$ cat src/rtl/issue_scoreboard_pkg.sv
// Shared encodings for the in-order issue scoreboard: FSM states,
// decoder branch-op bit positions and the hard-wired zero register.
package issue_scoreboard_pkg;

  typedef enum logic [1:0] {
    SB_RUN     = 2'b00,
    SB_BR_WAIT = 2'b01,
    SB_HALT    = 2'b10
  } sb_state_e;

  // Bit positions within id_bru_op = {jal,jalr,beq,bne,blt,bge,bltu,bgeu}
  localparam int BRU_JAL  = 7;
  localparam int BRU_JALR = 6;
  localparam int BRU_BEQ  = 5;
  localparam int BRU_BNE  = 4;
  localparam int BRU_BLT  = 3;
  localparam int BRU_BGE  = 2;
  localparam int BRU_BLTU = 1;
  localparam int BRU_BGEU = 0;

  localparam logic [4:0] REG_ZERO = 5'd0;

  // True when any control-flow op bit is set
  function automatic logic is_ctrl_flow(input logic [7:0] bru_op);
    return bru_op[BRU_JAL]  | bru_op[BRU_JALR] | bru_op[BRU_BEQ]  | bru_op[BRU_BNE] |
           bru_op[BRU_BLT]  | bru_op[BRU_BGE]  | bru_op[BRU_BLTU] | bru_op[BRU_BGEU];
  endfunction

endpackage

$ cat src/rtl/sb_pend_file.sv
// Per-architectural-register pending-write counters with one increment and
// one decrement port; x0 stays at zero. Queries are combinational reads.
module sb_pend_file
  import issue_scoreboard_pkg::*;
#(
  parameter int CNT_W = 2
) (
  input  logic             clk,
  input  logic             rst_n,
  input  logic             inc_en,
  input  logic [4:0]       inc_addr,
  input  logic             dec_en,
  input  logic [4:0]       dec_addr,
  input  logic [4:0]       rs1_addr,
  input  logic [4:0]       rs2_addr,
  input  logic [4:0]       rd_addr,
  input  logic [4:0]       wb_addr,
  output logic [CNT_W-1:0] rs1_cnt,
  output logic [CNT_W-1:0] rs2_cnt,
  output logic             rd_sat,
  output logic             wb_nz
);

  localparam logic [CNT_W-1:0] CNT_MAX = {CNT_W{1'b1}};
  localparam logic [CNT_W-1:0] CNT_ONE = CNT_W'(1);

  logic [CNT_W-1:0] cnt_r [32];

  // Counter update: a simultaneous inc and dec on the same register cancel
  always_ff @(posedge clk or negedge rst_n) begin
    if (!rst_n) begin
      for (int i = 0; i < 32; i++) begin
        cnt_r[i] <= '0;
      end
    end else begin
      cnt_r[0] <= '0;
      for (int i = 1; i < 32; i++) begin
        if (inc_en && (inc_addr == 5'(i)) && !(dec_en && (dec_addr == 5'(i)))) begin
          cnt_r[i] <= cnt_r[i] + CNT_ONE;
        end else if (dec_en && (dec_addr == 5'(i)) && !(inc_en && (inc_addr == 5'(i)))) begin
          cnt_r[i] <= cnt_r[i] - CNT_ONE;
        end else begin
          cnt_r[i] <= cnt_r[i];
        end
      end
    end
  end

  assign rs1_cnt = cnt_r[rs1_addr];
  assign rs2_cnt = cnt_r[rs2_addr];
  assign rd_sat  = (cnt_r[rd_addr] == CNT_MAX);
  assign wb_nz   = (cnt_r[wb_addr] != '0) && (wb_addr != REG_ZERO);

endmodule

$ cat src/rtl/issue_scoreboard.sv
// In-order issue controller: RAW/WAW hazard stall, in-flight write limit,
// single outstanding branch, and fence/trap serialisation with trap hold.
module issue_scoreboard
  import issue_scoreboard_pkg::*;
#(
  parameter int MAX_INFLIGHT = 3,
  parameter int CNT_W        = 2,
  parameter int WB_BYPASS    = 1
) (
  input  logic       clk,
  input  logic       rst_n,
  input  logic       id_valid,
  output logic       id_ready,
  input  logic [4:0] id_rs1,
  input  logic [4:0] id_rs2,
  input  logic       id_use_rs1,
  input  logic       id_use_rs2,
  input  logic       id_rf_we,
  input  logic [4:0] id_rf_waddr,
  input  logic [7:0] id_bru_op,
  input  logic       id_fence,
  input  logic       id_trap,
  output logic       issue_valid,
  input  logic       wb_we,
  input  logic [4:0] wb_waddr,
  input  logic       br_resolve,
  input  logic       trap_ret,
  output logic [2:0] inflight,
  output logic [1:0] sb_state,
  output logic       sb_err
);

  localparam logic [2:0]       MAX_IF  = 3'(MAX_INFLIGHT);
  localparam logic             BYP     = (WB_BYPASS != 0);
  localparam logic [CNT_W-1:0] CNT_ONE = CNT_W'(1);

  sb_state_e        state_r, state_nxt_s;
  logic [2:0]       inflight_r, inflight_nxt_s, inflight_eff_s;
  logic             sb_err_r, sb_err_nxt_s;
  logic [CNT_W-1:0] rs1_cnt_s, rs2_cnt_s;
  logic             rd_sat_s, wb_nz_s;
  logic             wb_hit_s, wb_dec_s, wb_err_s, rd_wr_s, bru_s;
  logic             haz1_s, haz2_s, ready_s, issue_s, inc_en_s;

  assign wb_hit_s = wb_we && (wb_waddr != REG_ZERO);
  assign wb_dec_s = wb_hit_s && wb_nz_s;
  assign wb_err_s = wb_hit_s && !wb_nz_s;
  assign rd_wr_s  = id_rf_we && (id_rf_waddr != REG_ZERO);
  assign bru_s    = is_ctrl_flow(id_bru_op);
  // A same-cycle writeback already frees its slot for this cycle's decision
  assign inflight_eff_s = inflight_r - {2'b00, wb_dec_s};

  sb_pend_file #(.CNT_W(CNT_W)) u_pend (
    .clk      (clk),
    .rst_n    (rst_n),
    .inc_en   (inc_en_s),
    .inc_addr (id_rf_waddr),
    .dec_en   (wb_dec_s),
    .dec_addr (wb_waddr),
    .rs1_addr (id_rs1),
    .rs2_addr (id_rs2),
    .rd_addr  (id_rf_waddr),
    .wb_addr  (wb_waddr),
    .rs1_cnt  (rs1_cnt_s),
    .rs2_cnt  (rs2_cnt_s),
    .rd_sat   (rd_sat_s),
    .wb_nz    (wb_nz_s)
  );

  // Source RAW hazards, optionally cleared by the final pending writeback
  always_comb begin
    haz1_s = 1'b0;
    haz2_s = 1'b0;
    if (id_use_rs1 && (id_rs1 != REG_ZERO) && (rs1_cnt_s != '0)) begin
      haz1_s = !(BYP && wb_we && (wb_waddr == id_rs1) && (rs1_cnt_s == CNT_ONE));
    end else begin
      haz1_s = 1'b0;
    end
    if (id_use_rs2 && (id_rs2 != REG_ZERO) && (rs2_cnt_s != '0)) begin
      haz2_s = !(BYP && wb_we && (wb_waddr == id_rs2) && (rs2_cnt_s == CNT_ONE));
    end else begin
      haz2_s = 1'b0;
    end
  end

  // Issue acceptance; held low while reset is asserted
  always_comb begin
    ready_s = 1'b0;
    if (!rst_n) begin
      ready_s = 1'b0;
    end else if (state_r != SB_RUN) begin
      ready_s = 1'b0;
    end else if (haz1_s || haz2_s) begin
      ready_s = 1'b0;
    end else if (rd_wr_s && (rd_sat_s || (inflight_eff_s >= MAX_IF))) begin
      ready_s = 1'b0;
    end else if ((id_fence || id_trap) && (inflight_eff_s != 3'd0)) begin
      ready_s = 1'b0;
    end else begin
      ready_s = 1'b1;
    end
  end

  assign issue_s  = id_valid && ready_s;
  assign inc_en_s = issue_s && rd_wr_s;

  // Control-flow FSM next state and sticky protocol error
  always_comb begin
    state_nxt_s  = state_r;
    sb_err_nxt_s = sb_err_r | wb_err_s;
    case (state_r)
      SB_RUN: begin
        if (issue_s && id_trap) begin
          state_nxt_s = SB_HALT;
        end else if (issue_s && bru_s) begin
          state_nxt_s = SB_BR_WAIT;
        end else begin
          state_nxt_s = SB_RUN;
        end
      end
      SB_BR_WAIT: begin
        if (br_resolve) begin
          state_nxt_s = SB_RUN;
        end else begin
          state_nxt_s = SB_BR_WAIT;
        end
      end
      SB_HALT: begin
        if (trap_ret) begin
          state_nxt_s = SB_RUN;
        end else begin
          state_nxt_s = SB_HALT;
        end
      end
      default: begin
        state_nxt_s = SB_RUN;
      end
    endcase
    if (br_resolve && (state_r != SB_BR_WAIT)) begin
      sb_err_nxt_s = 1'b1;
    end else if (trap_ret && (state_r != SB_HALT)) begin
      sb_err_nxt_s = 1'b1;
    end else begin
      sb_err_nxt_s = sb_err_nxt_s;
    end
  end

  // In-flight write count next value
  always_comb begin
    inflight_nxt_s = inflight_r;
    case ({inc_en_s, wb_dec_s})
      2'b10:   inflight_nxt_s = inflight_r + 3'd1;
      2'b01:   inflight_nxt_s = inflight_r - 3'd1;
      default: inflight_nxt_s = inflight_r;
    endcase
  end

  // State, error and in-flight registers
  always_ff @(posedge clk or negedge rst_n) begin
    if (!rst_n) begin
      state_r    <= SB_RUN;
      inflight_r <= 3'd0;
      sb_err_r   <= 1'b0;
    end else begin
      state_r    <= state_nxt_s;
      inflight_r <= inflight_nxt_s;
      sb_err_r   <= sb_err_nxt_s;
    end
  end

  assign id_ready    = ready_s;
  assign issue_valid = issue_s;
  assign inflight    = inflight_r;
  assign sb_state    = state_r;
  assign sb_err      = sb_err_r;

endmodule
$ cat config.mk
export PLATFORM = sky130hd
export DESIGN_NAME = issue_scoreboard
export DESIGN_NICKNAME = d
export VERILOG_FILES = /design/src/rtl/issue_scoreboard_pkg.sv /design/src/rtl/sb_pend_file.sv /design/src/rtl/issue_scoreboard.sv
export SDC_FILE = /design/constraint.sdc
export NUM_CORES = 1
export LEC_CHECK = 0
export BUFFER_PORTS_ARGS = -buffer_cell sky130_fd_sc_hd__buf_2
export CAP_MARGIN = 20
export CORE_UTILIZATION = 55
export DETAILED_ROUTE_END_ITERATION = 8
export GPL_TIMING_DRIVEN = 0
export PLACE_DENSITY = 0.78
export SLEW_MARGIN = 10
export SYNTH_ARGS = -nofsm -noshare
export SYNTH_HDL_FRONTEND = slang
export SYNTH_SLANG_ARGS = --single-unit
$ cat constraint.sdc
create_clock -name clk -period 7.6 [get_ports clk]
set_input_delay 1.52 -clock clk [delete_from_list [all_inputs] [get_ports clk]]
set_output_delay 1.52 -clock clk [all_outputs]
set_load 0.01 [all_outputs]
== Word-level counts from Yosys, hierarchy flattened ==
Cells that the tools add are included.

* Add/sub/neg operators: 65
* Magnitude comparators: 5
* Equality and inequality tests: 73
* Muxes and demuxes: 89
* Bitwise gates (word level): 12
* Reduce and logical (&&, ||, !) cells: 255

{| class="wikitable"
|+ Operators by type and width
! cell !! number
|-
| $eq 5x5->1 const B || 32
|-
| $logic_and 1x1->1 || 145
|-
| $mux 2 || 72
|-
| $eq 5x4->1 const B || 16
|-
| $reduce_bool 2->1 || 36
|-
| $logic_not 1->1 || 65
|-
| $add 2x1->2 const B || 31
|-
| $sub 2x1->2 const B || 31
|-
| $bmux 2 s5 || 4
|-
| $eq 5x3->1 const B || 8
|-
| $ge 6x6->1 const B || 4
|-
| $not 5->6 || 4
|-
| $eq 5x2->1 const B || 4
|-
| $reduce_bool 5->1 || 4
|-
| $mux 1 || 11
|-
| $eq 5x1->1 const B || 2
|-
| $eq 5x5->1 || 2
|-
| $eq 2x1->1 const B || 4
|-
| $or 1x1->1 || 8
|-
| $eq 2x2->1 const B || 3
|-
| $pmux 2 s3 || 1
|-
| $pmux 3 s2 || 1
|-
| $add 3x1->3 const B || 1
|-
| $ge 3x2->1 const B || 1
|-
| 7 further kinds || 9
|}

* Bits in registers: 68
* Input port bits: 39
* Output and inout bits: 8
* Word-level logic and storage cells: 533

== Logic depth before layout (Yosys ltp) ==
* Word-level depth: 22
* Mapped depth: 22
* Gate-level depth less buffers: 20

== By module ==
Synthesis repeated with hierarchy kept, for this count alone.

* Cell total of the unflattened synthesis: 624
* Area, all modules: 5,893.2 um^2

{| class="wikitable"
|+ Modules (own cells, without submodules)
! module !! instances !! cells each !! area each (um^2)
|-
| sb_pend_file || 1 || 556 || 5,273.8
|-
| issue_scoreboard || 1 || 68 || 619.3
|}

== Worst setup path before layout ==
OpenSTA, ideal clock, no wires.

* Path type: input port to output port
* Start: input wb_waddr[1]
* End: output issue_valid
* Data arrival time: 4.647 ns
* Data required time: 6.080 ns
* Slack: 1.433 ns
* Stages: 16
* Path through: clkbuf_1 nor3_1 a21oi_1 mux4_2 mux4_2 nand2_1 inv_1 ha_1 ha_1 xnor2_1 a31oi_1 nand3b_1 a211oi_1 o221a_2 nand2_1 nor3b_1

* Longest elaborated chain between the ends: 16
* Elaborated cells between the ends (all ways): 32

{| class="wikitable"
|+ Ends and longest elaborated chain
! item !! line !! text
|-
| start, declared || issue_scoreboard.sv:25 || <nowiki>input logic [4:0] wb_waddr,</nowiki>
|-
| $not 5->6 (implied by the code) || sb_pend_file.sv:52 || <nowiki>assign wb_nz = (cnt_r[wb_addr] != '0) && (wb_addr != REG_ZERO);</nowiki>
|-
| $bmux 2 s5 || sb_pend_file.sv:52 ||
|-
| $mux 2 (implied by the code) (2 in a row) || sb_pend_file.sv:52 ||
|-
| $reduce_bool 2->1 || sb_pend_file.sv:52 ||
|-
| $logic_and 1x1->1 || sb_pend_file.sv:52 ||
|-
| $logic_and 1x1->1 || issue_scoreboard.sv:46 || <nowiki>assign wb_dec_s = wb_hit_s && wb_nz_s;</nowiki>
|-
| $sub 3x1->3 || issue_scoreboard.sv:51 || <nowiki>assign inflight_eff_s = inflight_r - {2'b00, wb_dec_s};</nowiki>
|-
| $ge 3x2->1 or $reduce_bool 3->1 (tied branches) || issue_scoreboard.sv:95, issue_scoreboard.sv:97 ||
|-
| $logic_or 1x1->1 or $logic_and 1x1->1 (tied branches) || issue_scoreboard.sv:95, issue_scoreboard.sv:97 ||
|-
| $logic_and 1x1->1 or $mux 1 (tied branches) || issue_scoreboard.sv:95, issue_scoreboard.sv:97 ||
|-
| $mux 1 || issue_scoreboard.sv:95 || <nowiki>end else if (rd_wr_s && (rd_sat_s || (inflight_eff_s >= MAX_IF))) begin</nowiki>
|-
| $mux 1 * || issue_scoreboard.sv:93 || <nowiki>end else if (haz1_s || haz2_s) begin</nowiki>
|-
| $mux 1 * || issue_scoreboard.sv:91 || <nowiki>end else if (state_r != SB_RUN) begin</nowiki>
|-
| $mux 1 * || issue_scoreboard.sv:89 || <nowiki>if (!rst_n) begin</nowiki>
|-
| $logic_and 1x1->1 * || issue_scoreboard.sv:104 || <nowiki>assign issue_s = id_valid && ready_s;</nowiki>
|-
| end, declared || issue_scoreboard.sv:23 || <nowiki>output logic issue_valid,</nowiki>
|}

Every way passes the cells marked *; elsewhere a longest branch is shown, timed or not. The select of a mux whose other input is x is not followed.

== Final worst setup path ==
Same ends and word-level chain as after synthesis.

==> summary.txt <==
Routing
  • Number of DRC markers after the initial detailed-route iteration: 695
  • Average routed wire per standard cell: 23.4 µm
  • Total Routed Length: 19000 µm
  • Post-detailed-route count of antenna-violating nets: 0
  • Number of vias per cell: 6.79
  • Overall via count from detail_route: 5522
  • # DRC: 0
  • Number of detailed-route iterations in the first pass: 6

Floorplan
  • Num rows: 37
  • Number of ports placed on the die boundary: 47
  • Area of the die: 11400 µm²
  • Placeable core region: 10500 µm²
  • Initial standard-cell utilization of the core: 0.576
  • Horiz. Die Dim: 107 µm
  • Die height: 107 µm

Final layout
  • Final #Nets: 746
  • Number of antenna cells inserted: 0
  • Fillcell total: 889
  • Total area of multi-input combinational cells: 4060 µm²
  • Leading cell type in the layout, fill and taps excluded: xor2_1
  • Most used cells in the layout excluding fill and tap cells: xor2_1, dfrtp_1, nor2_1
  • Share of final-layout standard cells stronger than drive strength 1: 0.157
  • Area growth from synthesis to final layout: 10.1%
  • Final core occ: 0.634
  • Combined flip-flop and latch cell area: 1700 µm²
  • Non-filler cells in the finished layout: 813

STA
  • Final hold violation count: 0
  • RSZ-0062 raised after global routing: no
  • Max-slew headroom: 0.500
  • Setup violators final: 0
  • Final Cycle Share: 0.925
  • Setup TNS: 0 ns
  • Upper clock frequency limit: 0.142 GHz
  • Pins over their slew limit: 0
  • Tmin final: 7.03 ns
  • Actual transition at the worst max-transition pin: 0.747 ns
  • Fin Clk Skew: 0.0113 ns

GRT
  • Vias in the first global route: 5471
  • Leftover overflow at the end of global routing: 0
  • Number of antenna violations at the first check in global routing: 0
  • Global routing usage summed across all routing layers: 0.353
  • Largest net degree at the start of global routing: 44
  • First-pass GRT wire length: 29900 µm

Clocking
  • Clock buffers created by TritonCTS: 9
  • Clock latency at the later pin of the worst-skew pair: 0.37 ns
  • Post-CTS setup buffer count: 0
  • Resized Gates After CTS: 0
  • Clk buf depth: 2
  • Clock root cell: clkbuf_8
  • Clock tree from TritonCTS: built
  • Quantity of hold-fixing buffers added after cts: 0
  • Number of H-tree levels: 3
  • Clock Pin Slew Worst Setup and Hold Paths: 0.08 ns
  • TritonCTS Sinks: 68

Worst setup path
  • Delay of the slowest critical-path stage: 0.54 ns
  • Setup Crit Path Kind: input port to primary output
  • Arrival time at the worst endpoint: 5.51 ns
  • Worst-case reg-to-reg path depth: 20
  • Worst Setup Start Kind: input port
  • Required time reported for the critical path endpoint: 6.08 ns
  • Path length in cells of the critical path: 18
  • CP max-delay cell: mux4_2
  • Count of buffering cells on the critical path with inverters included: 4
  • Worst path cell trace: buf_2, clkbuf_1, nor3_1, a21oi_1, mux4_2, mux4_2, nand2_1, inv_1, ha_1, ha_1, xnor2_1, a31oi_1, nand3b_1, a211oi_1, o221a_2, nand2_1, nor3b_1, buf_2
  • Kind of cell with the highest combined delay on the critical path: multiplexers
  • Kind of end point of the critical path: primary output
  • Largest fanout on the critical path: 10

Placement
  • HPWL Detailed: 14300 µm
  • Placed cells: 797
  • Number of port buffers: 34
  • Final estimated routing congestion in global placement: 0.989

Synthesis
  • Mapped Cells: 626
  • Main synth FF type: dfrtp_1
  • Avg Synthesized Cell Area: 9.66 µm²
  • Post-synthesis cell area: 6050 µm²
  • Number of flops mapped to enable cells by yosys: 0
  • Async set-or-reset flop fraction in the synthesized netlist: 1.00
  • Mapped Nets: 700
  • Share of synthesized area occupied by flip-flops and latches: 0.281
  • Synth Warn #: 0
  • Number of synthesized register bits: 68
  • Distinct cell type count of the synthesized netlist: 56

Outcome
  • Result of the run: complete, no violations

Power
  • Static power due to leakage: 3.00 nW
  • Maximum ir drop on the vdd rail: 0.198 mV
  • Power Density: 310 nW/µm²

Run
  • Max-capacitance violation count: 0

Worst hold path
  • Cell depth of the worst min-delay path: 1
  • Path category of the worst min-delay check: flip-flop to flip-flop
## cells by family (layout without fill, tap and decap cells)
family	Yosys count	after routing	synth area share
AO/OA/AOI/OAI	68	68	0.0780
flip-flops	68	68	0.281
multiplexers	62	62	0.174
buffers and inverters	62	113	0.0470
AND/OR/NAND/NOR	224	224	0.191
adder cells (fa/ha/maj)	35	35	0.0736
XOR/XNOR	107	107	0.155
## layer usage
metal	vias to the layer above	share of wire	track usage
met4	0	0.038	0.155
met3	66	0.12	0.0778
met1	2659	0.39	0.458
met2	403	0.45	0.565
li1	2394	-	-
met5	-	0	0
## final timing paths
check                                  from                to  slack [ns]
setup / recovery                wb_waddr[1]       issue_valid        0.57
hold / removal                  inflight[0]       inflight[0]        0.51
setup reg to reg           u_pend.cnt_r[12]   u_pend.cnt_r[5]        2.22
hold reg to reg                 inflight[0]       inflight[0]        0.51
max in group asynchronous             rst_n  u_pend.cnt_r[27]        5.97
min in group asynchronous             rst_n       inflight[1]        1.06
## final cells by class
cell class | instances | area share
clock buffers | 10 | 0.0207
well taps | 136 | 0.0255
plain buffers | 52 | 0.0370
repair buffers | 35 | 0.0289
flip-flops and latches | 68 | 0.255
multi-input cells | 496 | 0.610
clock inverters | 6 | 0.0167
inverters | 10 | 0.00564
## sequential cells by signal (all words and copies together), names as in the netlist
name	flops
inflight	3
sb_err	1
u_pend.cnt_r	62
sb_state	2
## power breakdown
part	internal (W)	switching, W	leakage (nW)
clock network	0.000227	0.000160	0.122
logic	0.000422	0.000365	2.00
registers	0.000531	0.000361	0.879
total	0.00118	0.000886	3.00
## metrics by stage
stage                     instance area [µm²]  worst slack (ns)  power (W)  hold WS (ns)
after global routing                     6660             0.293    0.00217         0.536
after floorplan                          6050              1.43    0.00134         0.478
after CTS                                6660             0.589    0.00203         0.505
final                                    6660             0.569    0.00207         0.513
after global placement                   6390             0.579    0.00160         0.462
after detailed placement                 6410             0.616    0.00164         0.486
## cells in the mapped netlist (5+ instances only)
cell type,number,share of area
xor2_1,72,0.10
nand2_1,37,0.023
xnor2_1,35,0.051
nor2_1,59,0.037
inv_1,10,0.0062
buf_1,11,0.0068
mux2_2,10,0.019
nor4_1,34,0.035
mux2i_1,21,0.035
o22ai_1,5,0.0052
buf_2,8,0.0066
o21ai_0,11,0.0091
nand4_1,8,0.0083
nand3_1,19,0.016
dfrtp_1,68,0.28
a221oi_1,5,0.0072
a31oi_1,5,0.0052
nor2b_1,12,0.012
ha_1,34,0.070
mux4_1,9,0.039
nand2b_1,9,0.0093
nor3_1,20,0.017
mux4_2,22,0.082
a21oi_1,17,0.014
clkbuf_1,28,0.017
## worst register-to-register path, stage by stage (launching register included)
cell,delay (ns)
dfrtp_1,0.36
clkbuf_1,0.22
nor3_1,0.23
a21oi_1,0.07
mux4_2,0.48
mux4_2,0.54
nand2_1,0.12
inv_1,0.12
ha_1,0.21
ha_1,0.18
xnor2_1,0.19
a31oi_1,0.15
nand3b_1,0.18
a211oi_1,0.33
o221a_2,0.31
nand4_4,0.17
buf_6,0.19
nor4_1,0.60
ha_1,0.37
nor2_1,0.14
xor2_1,0.16
No activity file was read; power rests on OpenSTA's default activity.
